`config.mk`:
```
export PLATFORM = sky130hd
export DESIGN_NAME = uart_led_ctrl
export DESIGN_NICKNAME = d
export VERILOG_FILES = /design/src/rtl/uart_led_pkg.sv /design/src/rtl/led_pattern_gen.sv /design/src/rtl/uart_led_ctrl.sv
export SDC_FILE = /design/constraint.sdc
export NUM_CORES = 1
export LEC_CHECK = 0
export ABC_CLOCK_PERIOD_IN_PS = 3200
export CORE_MARGIN = 3
export CORE_UTILIZATION = 55
export DETAILED_ROUTE_END_ITERATION = 8
export PLACE_DENSITY = 0.76
export SLEW_MARGIN = 20
export SYNTH_ARGS = -nofsm -noshare
export SYNTH_HDL_FRONTEND = slang
export SYNTH_HIERARCHICAL = 1
export SYNTH_SLANG_ARGS = --single-unit
export TNS_END_PERCENT = 100
```
`constraint.sdc`:
```
create_clock -name clk -period 3.2 [get_ports clk]
set_input_delay 0.48 -clock clk [delete_from_list [all_inputs] [get_ports clk]]
set_output_delay 0.48 -clock clk [all_outputs]
set_load 0.02 [all_outputs]
```
`src/rtl/uart_led_pkg.sv`:
```
`default_nettype none
// ============================================================================
// Module   : uart_led_pkg
// Brief    : Opcodes, reply codes, register addresses and parser states
//            shared by the UART LED controller.
// Revision : 1.0 - initial release
// ============================================================================
package uart_led_pkg;

    localparam logic [7:0] OP_WR     = 8'h57;
    localparam logic [7:0] OP_RD     = 8'h52;
    localparam logic [7:0] RSP_ACK   = 8'h06;
    localparam logic [7:0] RSP_NAK   = 8'h15;
    localparam logic [7:0] ADDR_PAT0 = 8'h00;
    localparam logic [7:0] ADDR_MODE = 8'h10;
    localparam logic [7:0] ADDR_BDIV = 8'h11;

    typedef enum logic [1:0] {
        ST_IDLE = 2'd0,
        ST_ADDR = 2'd1,
        ST_DATA = 2'd2,
        ST_RESP = 2'd3
    } state_t;

    // Pattern bytes occupy 0..n_pat-1; MODE and BDIV sit at fixed addresses.
    function automatic logic addr_valid(input logic [7:0] a, input int n_pat);
        return (32'(a) < 32'(n_pat)) || (a == ADDR_MODE) || (a == ADDR_BDIV);
    endfunction

endpackage
`default_nettype wire

```
`src/rtl/led_pattern_gen.sv`:
```
`default_nettype none
// ============================================================================
// Module   : led_pattern_gen
// Brief    : Tick divider, free-running counter, blink phase and LED mux.
// Revision : 1.0 - initial release
// ============================================================================
module led_pattern_gen #(
    parameter int N_LEDS      = 8,
    parameter int TICK_CYCLES = 100_000_000
) (
    input  logic              clk,
    input  logic              rst,
    input  logic [N_LEDS-1:0] i_pat,
    input  logic [1:0]        i_mode,
    input  logic [7:0]        i_bdiv,
    input  logic              i_bdiv_wr,
    output logic [N_LEDS-1:0] o_leds
);

    localparam int TW = (TICK_CYCLES > 1) ? $clog2(TICK_CYCLES) : 1;

    logic [TW-1:0]     r_tick_cnt;
    logic [N_LEDS-1:0] r_count;
    logic [7:0]        r_blink_cnt;
    logic              r_phase;
    logic [N_LEDS-1:0] r_leds;
    logic              w_tick;
    logic [7:0]        w_bdiv_eff;
    logic [N_LEDS-1:0] w_base;
    logic [N_LEDS-1:0] w_gate;

    assign w_tick     = (r_tick_cnt == TW'(TICK_CYCLES - 1));
    assign w_bdiv_eff = (i_bdiv == 8'd0) ? 8'd1 : i_bdiv;
    assign w_base     = i_mode[0] ? r_count : i_pat;
    assign w_gate     = i_mode[1] ? {N_LEDS{r_phase}} : {N_LEDS{1'b1}};

    always_ff @(posedge clk or posedge rst) begin
        if (rst) begin
            r_tick_cnt  <= '0;
            r_count     <= '0;
            r_blink_cnt <= 8'd0;
            r_phase     <= 1'b1;
            r_leds      <= '0;
        end else begin
            r_tick_cnt <= w_tick ? '0 : r_tick_cnt + TW'(1);
            if (w_tick)
                r_count <= r_count + N_LEDS'(1);
            // A new divisor restarts the half-period but keeps the current phase.
            if (i_bdiv_wr) begin
                r_blink_cnt <= 8'd0;
            end else if (w_tick) begin
                if (r_blink_cnt >= w_bdiv_eff - 8'd1) begin
                    r_blink_cnt <= 8'd0;
                    r_phase     <= ~r_phase;
                end else begin
                    r_blink_cnt <= r_blink_cnt + 8'd1;
                end
            end
            r_leds <= w_base & w_gate;
        end
    end

    assign o_leds = r_leds;

endmodule
`default_nettype wire

```
`src/rtl/uart_led_ctrl.sv`:
```
`default_nettype none
// ============================================================================
// Module   : uart_led_ctrl
// Brief    : UART command slave (3-byte write, 2-byte read) driving an LED
//            bank. Define UART_LED_TIMEOUT_EN for the inter-byte timeout.
// Revision : 1.0 - initial release
// ============================================================================
module uart_led_ctrl
    import uart_led_pkg::*;
#(
    parameter int CLK_FREQ       = 100_000_000,
    parameter int N_LEDS         = 8,
    parameter int TICK_CYCLES    = CLK_FREQ,
    parameter int TIMEOUT_CYCLES = CLK_FREQ / 10
) (
    input  logic              clk,
    input  logic              rst,
    input  logic [7:0]        s_axis_tdata,
    input  logic              s_axis_tvalid,
    output logic              s_axis_tready,
    output logic [7:0]        m_axis_tdata,
    output logic              m_axis_tvalid,
    input  logic              m_axis_tready,
    output logic [N_LEDS-1:0] leds,
    output logic              cmd_err
);

    localparam int NB = N_LEDS / 8;

    if ((N_LEDS % 8) != 0 || N_LEDS < 8 || N_LEDS > 32 ||
        TICK_CYCLES < 1 || TIMEOUT_CYCLES < 1) begin : g_bad_param
        $error("uart_led_ctrl: illegal parameter value");
    end

    state_t            r_state, w_state_nxt;
    logic [7:0]        r_op, r_addr, r_rsp;
    logic              r_cmd_err;
    logic [N_LEDS-1:0] r_pat;
    logic [1:0]        r_mode;
    logic [7:0]        r_bdiv;
    logic              w_accept, w_load_rsp, w_nak, w_wr_en, w_timeout;
    logic [7:0]        w_rsp_nxt, w_rd_data;

    assign s_axis_tready = (r_state != ST_RESP);
    assign w_accept      = s_axis_tvalid && s_axis_tready;

`ifdef UART_LED_TIMEOUT_EN
    localparam int GW = $clog2(TIMEOUT_CYCLES + 1);
    logic [GW-1:0] r_gap;
    logic          w_in_cmd;

    assign w_in_cmd  = (r_state == ST_ADDR) || (r_state == ST_DATA);
    assign w_timeout = w_in_cmd && !w_accept && (r_gap == GW'(TIMEOUT_CYCLES - 1));

    always_ff @(posedge clk or posedge rst) begin
        if (rst)
            r_gap <= '0;
        else if (w_accept || !w_in_cmd)
            r_gap <= '0;
        else
            r_gap <= r_gap + GW'(1);
    end
`else
    assign w_timeout = 1'b0;
`endif

    // Read data is looked up from the address byte while it is being accepted.
    always_comb begin
        w_rd_data = 8'h00;
        if (s_axis_tdata == ADDR_MODE) begin
            w_rd_data = {6'b0, r_mode};
        end else if (s_axis_tdata == ADDR_BDIV) begin
            w_rd_data = r_bdiv;
        end else begin
            for (int k = 0; k < NB; k++)
                if (s_axis_tdata == 8'(ADDR_PAT0 + k))
                    w_rd_data = r_pat[8*k +: 8];
        end
    end

    always_comb begin
        w_state_nxt = r_state;
        w_load_rsp  = 1'b0;
        w_rsp_nxt   = RSP_NAK;
        w_nak       = 1'b0;
        w_wr_en     = 1'b0;
        case (r_state)
            ST_IDLE: if (w_accept) begin
                if (s_axis_tdata == OP_WR || s_axis_tdata == OP_RD) begin
                    w_state_nxt = ST_ADDR;
                end else begin
                    w_state_nxt = ST_RESP;
                    w_load_rsp  = 1'b1;
                    w_nak       = 1'b1;
                end
            end
            ST_ADDR: if (w_accept) begin
                if (r_op == OP_WR) begin
                    w_state_nxt = ST_DATA;
                end else begin
                    w_state_nxt = ST_RESP;
                    w_load_rsp  = 1'b1;
                    if (addr_valid(s_axis_tdata, NB))
                        w_rsp_nxt = w_rd_data;
                    else
                        w_nak = 1'b1;
                end
            end
            ST_DATA: if (w_accept) begin
                w_state_nxt = ST_RESP;
                w_load_rsp  = 1'b1;
                if (addr_valid(r_addr, NB)) begin
                    w_wr_en   = 1'b1;
                    w_rsp_nxt = RSP_ACK;
                end else begin
                    w_nak = 1'b1;
                end
            end
            ST_RESP: if (m_axis_tready)
                w_state_nxt = ST_IDLE;
            default: w_state_nxt = ST_IDLE;
        endcase
        if (w_timeout)
            w_state_nxt = ST_IDLE;
    end

    always_ff @(posedge clk or posedge rst) begin
        if (rst)
            r_state <= ST_IDLE;
        else
            r_state <= w_state_nxt;
    end

    always_ff @(posedge clk or posedge rst) begin
        if (rst) begin
            r_op      <= 8'h00;
            r_addr    <= 8'h00;
            r_rsp     <= 8'h00;
            r_cmd_err <= 1'b0;
            r_pat     <= '0;
            r_mode    <= 2'b00;
            r_bdiv    <= 8'h00;
        end else begin
            r_cmd_err <= w_nak;
            if (r_state == ST_IDLE && w_accept)
                r_op <= s_axis_tdata;
            if (r_state == ST_ADDR && w_accept)
                r_addr <= s_axis_tdata;
            if (w_load_rsp)
                r_rsp <= w_rsp_nxt;
            if (w_wr_en) begin
                case (r_addr)
                    ADDR_MODE: r_mode <= s_axis_tdata[1:0];
                    ADDR_BDIV: r_bdiv <= s_axis_tdata;
                    default: begin
                        for (int k = 0; k < NB; k++)
                            if (r_addr == 8'(ADDR_PAT0 + k))
                                r_pat[8*k +: 8] <= s_axis_tdata;
                    end
                endcase
            end
        end
    end

    led_pattern_gen #(
        .N_LEDS      (N_LEDS),
        .TICK_CYCLES (TICK_CYCLES)
    ) u_led_pattern_gen (
        .clk       (clk),
        .rst       (rst),
        .i_pat     (r_pat),
        .i_mode    (r_mode),
        .i_bdiv    (r_bdiv),
        .i_bdiv_wr (w_wr_en && (r_addr == ADDR_BDIV)),
        .o_leds    (leds)
    );

    assign m_axis_tvalid = (r_state == ST_RESP);
    assign m_axis_tdata  = r_rsp;
    assign cmd_err       = r_cmd_err;

endmodule
`default_nettype wire

```
# Word level (Yosys, flattened, before mapping)
# Index checks and enable logic that the tools add are counted.
# word_totals
register_bits	97
latch_bits	0
ramBits	0
romBits	0
out_inout_bits	19
elab_cells	98
memories	0
# classes
addsub	4
mul	0
n_div	0
order_cmp	3
eq_ne	16
n_shift	0
mux	38
n_bitwise	4
n_reduce_logical	20
# op_table
operator	count
8-bit 2-to-1 mux	12
8-bit by 5-bit equality test with 1-bit output (second input constant)	4
27-bit by 1-bit adder with 27-bit output (second input constant)	1
27-bit equality test (second input constant)	1
27-bit 2-to-1 mux	1
8-bit by 7-bit equality test with 1-bit output (second input constant)	3
8-bit logical NOT	3
8-bit by 1-bit adder with 8-bit output (second input constant)	2
8-bit by 1-bit < comparator with 1-bit output (second input constant)	2
8-bit case mux with 2 select lines	1
1-bit 2-to-1 mux	14
2-bit 2-to-1 mux	5
5-bit 2-to-1 mux	2
8-bit AND	1
8-bit greater-or-equal comparator	1
2-bit != test (second input constant)	4
2-bit case mux with 4 select lines	1
8-bit by 1-bit subtractor with 8-bit output (second input constant)	1
1-bit case mux with 3 select lines	2
3-bit AND reduction	2
1-bit logical OR	5
2-bit equality test (second input constant)	2
1-bit logical AND	4
2-bit AND reduction	2
other kinds (7)	9

# Depth between registers and ports, before layout
# Gate-level depths: netlist (run 1).
# depth
depth_word	9
mapped_depth	13
mapped_depth_nobuf	12

# By module
# Netlist (run 1), hierarchy kept.
# by_module_without_submodules
module	n_inst	cells_each	area_per_inst_um2
led_pattern_gen	1	284	2798.9
uart_led_ctrl	1	178	2130.8

# Worst setup path before layout (run 1)
# No wires, ideal clock.
# synth_timing
kind	reg2reg
startpoint	register r_bdiv[3]
endpoint	register u_led_pattern_gen.r_blink_cnt[3]
arrival_time_ps	2540
setup_slack_ps	578
path_stages_with_launch	14
path_buffers	1
period_less_slack_ps	2622
path_cell_list	dfrtp_1 -> nor3_1 -> a31oi_1 -> ha_1 -> nand2_1 -> nor3_1 -> xnor2_1 -> ha_1 -> a41oi_1 -> a21oi_1 -> a21oi_1 -> buf_2 -> nand3_1 -> a31oi_1
# synth_via
elab_chain_cells	7
# synth_rtl
element	line_no	source
start: declaration	uart_led_ctrl.sv:40	logic [7:0] r_bdiv;
start signal: assignment	uart_led_ctrl.sv:154	ADDR_BDIV: r_bdiv <= s_axis_tdata;
8-bit logical NOT	led_pattern_gen.sv:33	assign w_bdiv_eff = (i_bdiv == 8'd0) ? 8'd1 : i_bdiv;
8-bit 2-to-1 mux (*)	led_pattern_gen.sv:33	
8-bit by 1-bit subtractor with 8-bit output (*)	led_pattern_gen.sv:52	if (r_blink_cnt >= w_bdiv_eff - 8'd1) begin
8-bit greater-or-equal comparator (*)	led_pattern_gen.sv:52	
8-bit 2-to-1 mux (*)	led_pattern_gen.sv:52	
8-bit 2-to-1 mux (*)	led_pattern_gen.sv:51	end else if (w_tick) begin
8-bit 2-to-1 mux (*)	led_pattern_gen.sv:49	if (i_bdiv_wr) begin
end signal: assignment	led_pattern_gen.sv:56	r_blink_cnt <= r_blink_cnt + 8'd1;
end: declaration	led_pattern_gen.sv:24	logic [7:0] r_blink_cnt;
# Mark *: on every way between the ends. The rest lies on a longest branch, timed or not. The select of a mux whose other input is x is not followed.
# A chain may end at the register's enable or synchronous reset.

# Worst setup path after layout (run 1)
# layout_timing
startpoint	register r_bdiv[3]
endpoint	register u_led_pattern_gen.r_blink_cnt[5]
# The elaborated chain is that of the path after synthesis.

==> run summary, run 1 <==
Crit path max fanout: 10
Most area-consuming cells after synthesis: dfrtp_1, mux2_2, ha_1, nand2_1, xnor2_1
Portion of the post-synthesis area used by sequential elements: 0.4926
Reg area: 2429 um2
Ant diodes: 0
Asr flop ratio synth: 1.000
GR Util All Layers: 0.2144
RePlAce Congestion: 0.8588
GRT overflow: 0
Area of the multi-input gates: 2366 um2
Root buffer selected by CTS: clkbuf_8
Cts hold-fix bufs: 0
Post-route clock skew: 0.01154 ns
Peak supply drop: 0.0004319 V
Highest clock rate: 341.9 MHz
Library cell with the largest summed area after synthesis: dfrtp_1
Area fraction of the dominant cell type after synthesis: 0.4873
Status: completed
Deepest clock path buffer count: 2
Row count: 33
Worst reg-to-reg path cell count: 13
Instance count after placement with tap cells included: 593
Flop and latch count out of synthesis: 97
CP Data Arrival Time: 3.20 ns
Number of gates resized after CTS: 0
Fin Hold WS: 0.4684 ns
Prevailing post-synth register cell: dfrtp_1
Setup repair after global routing missed its margin: false
Number of placed I/O pins: 31
Capturing element of the worst setup path: u_led_pattern_gen/r_blink_cnt[5]$_DFFE_PP0P_
Height of the die: 100.7 um
Final setup vio count: 0
Routed length per placed instance: 16.55 um
Final antenna-violating net count: 0
Class of the tightest hold or removal check: primary input to async pin
Fin cells: 609
Detail Placement HPWL: 7398 um
Share of final-layout standard cells stronger than drive strength 1: 0.1508
Final period demand of the worst path: 2.925 ns
Final worst-path cycle share: 0.9139
DRT Wirelength: 10080 um
Worst EP required: 3.48 ns
Clock insertion delay at the later pin of the skew report: 0.36 ns
Reg2reg setup slack: 0.28 ns
Post-synthesis area per instance: 10.67 um2
Number of detailed-routing iterations run before antenna repair: 4
Clk sink count: 97
DRC Markers: 0
Maximum number of pins on one net before global-route repair: 26
Number of pins exceeding their max-slew limit in the final report: 0
Cell count after synthesis: 462
Area delta synth->final: 12.94%
Leakage power summed over all cells: 2.522 nW
MaxCap Viol Count: 0
Transition time at the pin with the least slew margin: 0.7641 ns
Crit Reg-Reg Startpoint: r_bdiv[3]$_DFFE_PP0P_
Worst reg2reg endpoint: u_led_pattern_gen/r_blink_cnt[5]$_DFFE_PP0P_
Via total after detailed routing: 3600
Number of enable flip-flop cells after synthesis: 0
Die width: 100.7 um
Number of distinct standard cells referenced by the synthesized netlist: 60
Starting density of the core: 0.5824
Core Box Area: 8464 um2
Worst slew margin: 0.4874
Dominant cell by count in the synthesized netlist: dfrtp_1
TritonCTS clock tree: done
Number of DRC violations after detailed-routing iteration 0: 186
Num CTS Buffers: 9
Total setup buffers inserted after CTS: 0
Number of filler cells placed in the layout: 627
Port Buffer Count: 30
Number of warnings issued by yosys: 6
Clock-pin slew reported for the worst setup and hold paths after clock tree synthesis: 0.10 ns
Post-synth net total: 491
Critical path class: flop to flop
Initial antenna violation count: 0
Die Area: 10140 um2
First-pass GRT wire length: 17390 um
Number of nets in the layout: 528
Cell area power density: 666.0 nW/um2
Max H-tree Level: 3
Setup_tns: 0 ns
Cell Area, Synth: 4930 um2
Vias in the first global route: 3563
Ranking of synthesized cells by instance count: dfrtp_1, nand2_1, nor2_1
Final Hold Violating Endpoints: 0
Worst setup SP type: flop
Vias/cell: 5.911
Crit. Startpoint: r_bdiv[3]$_DFFE_PP0P_
CP Capture Type: flop
[how the worst min path moves through the flow]
stage,end,slack [ns],cells past startpoint
floorplan,u_led_pattern_gen/r_count[7]$_DFFE_PP0N_,0.44,1
detailed placement,u_led_pattern_gen/r_count[7]$_DFFE_PP0N_,0.47,1
CTS,u_led_pattern_gen/r_tick_cnt[17]$_DFF_PP0_,0.48,2
global placement,r_op[4]$_DFFE_PP0P_,0.47,2
global route,u_led_pattern_gen/r_tick_cnt[15]$_DFF_PP0_,0.50,2
finish,u_led_pattern_gen/r_tick_cnt[17]$_DFF_PP0_,0.47,2
[placed cells by master (no fill, tap or decap), types with 14 or more instances in the layout]
master / synthesis / final
dfrtp_1: 96 / 96
nand2_1: 42 / 42
nor2_1: 38 / 38
mux2_2: 32 / 32
clkdlybuf4s50_1: 0 / 30
nand3_1: 26 / 26
xnor2_1: 18 / 18
o21ai_0: 17 / 17
xor2_1: 17 / 17
ha_1: 17 / 17
nor3_1: 14 / 14
[state kept, by name, summed over array words and instances, names as in the netlist]
name and flops:
u_led_pattern_gen/r_tick_cnt 27, m_axis_tdata 8, r_addr 8, r_bdiv 8, r_op 8, r_pat 8
u_led_pattern_gen/o_leds 8, u_led_pattern_gen/r_blink_cnt 8, u_led_pattern_gen/r_count 8, r_mode 2, r_state 2, cmd_err 1
u_led_pattern_gen/r_phase 1
[critical path, cell delays in order, from the launching register on]
cell and delay, ns:
dfrtp_1 0.49, nor3_1 0.11, a31oi_1 0.30, ha_1 0.25, nand2_1 0.09, nor3_1 0.18, xnor2_1 0.17, ha_1 0.27
a41oi_1 0.18, a21oi_1 0.06, a21oi_1 0.23, buf_4 0.21, nand3_1 0.09, a31oi_1 0.20
[power by group]
part           leakage [nW]  internal, mW  switching [mW]
Sequential             1.24          1.48           0.206
Clock                 0.103         0.384           0.440
Combinational          1.18         0.584           0.610
[per-stage QoR]
| step | instance area (um2) | power [mW] | utilization | setup WS (ns) |
|---|---|---|---|---|
| after floorplan | 4930 | 2.513 | - | 0.5776 |
| after global placement | 5365 | 2.856 | 0.6339 | 0.4753 |
| after detailed placement | 5365 | 2.896 | 0.6339 | 0.3810 |
| after CTS | 5568 | 3.723 | 0.6578 | 0.3324 |
| after global routing | 5568 | 3.950 | 0.6578 | 0.03722 |
| final | 5568 | 3.708 | 0.6578 | 0.2755 |
[kinds of logic after synthesis]
family | after synthesis | share of synthesized area
XOR/XNOR | 35 | 0.06218
buffers and inverters | 30 | 0.02741
AND/OR/NAND/NOR | 174 | 0.1873
multiplexers | 44 | 0.09746
AO/OA/AOI/OAI | 65 | 0.08985
adder cells (fa/ha/maj) | 17 | 0.04315
flip-flops | 97 | 0.4926
[cell type report]
class / count / share of cell area
Inverter: 15 / 0.01011
Clock inverter: 6 / 0.01169
Clock buffer: 10 / 0.02472
Timing Repair Buffer: 41 / 0.06876
Sequential cell: 97 / 0.4362
Multi-Input combinational cell: 335 / 0.4249
Tap cell: 105 / 0.02360
[layer usage]
| metal | wire (um) | vias to the layer above | share of wire | track usage |
|---|---|---|---|---|
| met5 | 0 | - | 0 | 0 |
| met2 | 4754 | 101 | 0.47 | 0.3286 |
| met1 | 4631 | 1769 | 0.46 | 0.3071 |
| li1 | - | 1721 | - | - |
| met3 | 580 | 9 | 0.058 | 0.05260 |
| met4 | 112 | 0 | 0.011 | 0.05492 |
(Power assumes the default switching activity.)
==> inputs of run 2 (changes only) <==
--- a/config.mk
+++ b/config.mk
@@ -5,11 +5,11 @@
 export SDC_FILE = /design/constraint.sdc
 export NUM_CORES = 1
 export LEC_CHECK = 0
-export ABC_CLOCK_PERIOD_IN_PS = 3200
+export ABC_CLOCK_PERIOD_IN_PS = 2550
 export CORE_MARGIN = 3
-export CORE_UTILIZATION = 55
+export CORE_UTILIZATION = 54
 export DETAILED_ROUTE_END_ITERATION = 8
-export PLACE_DENSITY = 0.76
+export PLACE_DENSITY = 0.78
 export SLEW_MARGIN = 20
 export SYNTH_ARGS = -nofsm -noshare
 export SYNTH_HDL_FRONTEND = slang
==> constraint.sdc (replaced) <==
create_clock -name clk -period 2.55 [get_ports clk]
set_input_delay 0.3825 -clock clk [delete_from_list [all_inputs] [get_ports clk]]
set_output_delay 0.3825 -clock clk [all_outputs]
set_load 0.02 [all_outputs]
==> run 2 against run 1 <==
The flow now finishes with violations (negative setup slack). Design area grew 5.6%. Sequential power up 25%. Critical path depth stayed put. Routed wire length grew 9.9%. Core utilization rose by 0.99 points. Power rose by 32%. Combinational power increased by 45%. Sequential cell count stayed put. Non-clock buffer count up 21. Sequential share of layout area down 2.3 points. Setup slack worse by 0.31 ns. Critical path type unchanged. Largest cell class is now multi-input combinational cells. Highest routed layer unchanged.
==> run summary, run 2 (synthesis gave the netlist of run 1 again) <==
Die Area: 10310 um2
Largest Register: u_led_pattern_gen/r_tick_cnt
First-pass GRT wire length: 17750 um
Critical path buffers and inverters: 2
Final worst-path cycle share: 1.015
Via total after detailed routing: 3765
Detail Placement HPWL: 8053 um
Cts hold-fix bufs: 0
Reg area: 2429 um2
Crit path max fanout: 7
Deepest clock path buffer count: 2
CP Capture Type: flop
Area of the multi-input gates: 2466 um2
Vias in the first global route: 3721
Clock insertion delay at the later pin of the skew report: 0.37 ns
Height of the die: 101.5 um
Max H-tree Level: 3
Class of the tightest hold or removal check: primary input to async pin
Number of pins exceeding their max-slew limit in the final report: 0
GRT overflow: 0
Core Util, Final: 0.6677
Worst EP required: 2.83 ns
DRT Wirelength: 11070 um
Kind of cell adding the most delay to the critical path: compound AO/OA/AOI/OAI gates
Clk sink count: 97
Number of placed I/O pins: 31
Setup repair after global routing missed its margin: true
Final Hold Violating Endpoints: 0
Setup slack after layout: -0.03723 ns
Post-route clock skew: 0.01653 ns
Die width: 101.5 um
Routed length per placed instance: 17.49 um
Num CTS Buffers: 9
Highest-delay cell along the critical path: dfrtp_1
Area delta synth->final: 19.26%
Critical path class: flop to flop
Final period demand of the worst path: 2.587 ns
Share of final-layout standard cells stronger than drive strength 1: 0.2171
Number of nets in the layout: 549
Maximum number of pins on one net before global-route repair: 27
Status: finished with violations
Leading cell type in the layout, fill and taps excluded: dfrtp_1
Worst slew margin: 0.4577
Commonest non-fill, non-tap cells in the layout: dfrtp_1, nand2_1, nor2_1, mux2_2, clkdlybuf4s50_1
Transition time at the pin with the least slew margin: 0.8084 ns
Clock-pin slew reported for the worst setup and hold paths after clock tree synthesis: 0.11 ns
TritonCTS clock tree: done
Post-Place Worst Slack: -0.06095 ns
Fin Hold WS: 0.4080 ns
Final antenna-violating net count: 0
Chain of cells forming the critical path: nor3_4 > a31oi_2 > buf_4 > nand2_1 > nor3_2 > xnor2_1 > ha_1 > a41oi_2 > a21oi_2 > a21oi_4 > buf_12 > nand3_2 > a31oi_1
Core Box Area: 8806 um2
CP Data Arrival Time: 2.87 ns
Final setup vio count: 5
Row count: 34
Ant diodes: 0
Port Buffer Count: 30
Root buffer selected by CTS: clkbuf_8
Initial antenna violation count: 0
Flip-flop count of the largest register, all copies and words added: 27
Number of DRC violations after detailed-routing iteration 0: 202
Cell area power density: 833.8 nW/um2
GR Util All Layers: 0.2184
Delay contributed by the slowest stage of the critical path: 0.42 ns
Number of detailed-routing iterations run before antenna repair: 5
Starting density of the core: 0.5598
Worst setup SP type: flop
Highest clock rate: 386.5 MHz
Vias/cell: 5.948
Number of filler cells placed in the layout: 634
RePlAce Congestion: 0.8490
Leakage power summed over all cells: 2.671 nW
Peak supply drop: 0.0006462 V
Violations in the final reports: negative setup slack
DRC Markers: 0
Total power consumption of the routed design: 4.902 mW
MaxCap Viol Count: 0
run 2: worst paths after layout:
| check | startpoint | endpoint | slack (ns) | cells after the start |
|---|---|---|---|---|
| max | r_bdiv[3]$_DFFE_PP0P_ | u_led_pattern_gen/r_blink_cnt[5]$_DFFE_PP0P_ | -0.04 | 13 |
| min | rst | u_led_pattern_gen/r_tick_cnt[10]$_DFF_PP0_ | 0.41 | 2 |
| max reg2reg | r_bdiv[3]$_DFFE_PP0P_ | u_led_pattern_gen/r_blink_cnt[5]$_DFFE_PP0P_ | -0.04 | 13 |
| min reg2reg | u_led_pattern_gen/r_count[7]$_DFFE_PP0N_ | u_led_pattern_gen/r_count[7]$_DFFE_PP0N_ | 0.49 | 1 |
| max in group asynchronous | rst | u_led_pattern_gen/r_count[0]$_DFFE_PP0N_ | 1.53 | 3 |
| min in group clk | u_led_pattern_gen/r_count[7]$_DFFE_PP0N_ | u_led_pattern_gen/r_count[7]$_DFFE_PP0N_ | 0.49 | 1 |
run 2: where the power goes:
part           total, mW  internal (mW)  switching [mW]
logic               1.72          0.847           0.877
registers           2.12           1.86           0.255
clock network       1.06          0.495           0.566
run 2: stage by stage:
step | std cells | cell area, um2 | TNS, ns
2_1_floorplan | 462 | 4933 | 0
3_3_place_gp | 615 | 5540 | 0
3_5_place_dp | 615 | 5540 | -0.2489
4_1_cts | 631 | 5776 | 0
5_1_grt | 633 | 5879 | -1.224
6_report | 633 | 5879 | -0.1108
run 2: area by class of cell:
class	count	share of cell area
clock buffer	10	0.02341
clock inverter	6	0.01234
inverter	15	0.009577
multi-input combinational	335	0.4195
sequential	97	0.4131
tap	108	0.02298
timing repair buffer	62	0.09917
run 2: repair_timing:
item	in CTS	in global routing
resized for setup	5	17
setup buffers	0	1
hold endpoints to repair	0	0
pin swaps	6	14
endpoints found under the setup margin	8	9
cloned	0	1
run 2: metal layers:
layer	global-route usage	share of wire	vias up
met2	0.3597	0.50	109
met5	0	0	-
met1	0.2914	0.44	1871
met4	0.08078	0.018	0
li1	-	-	1762
met3	0.03581	0.041	23
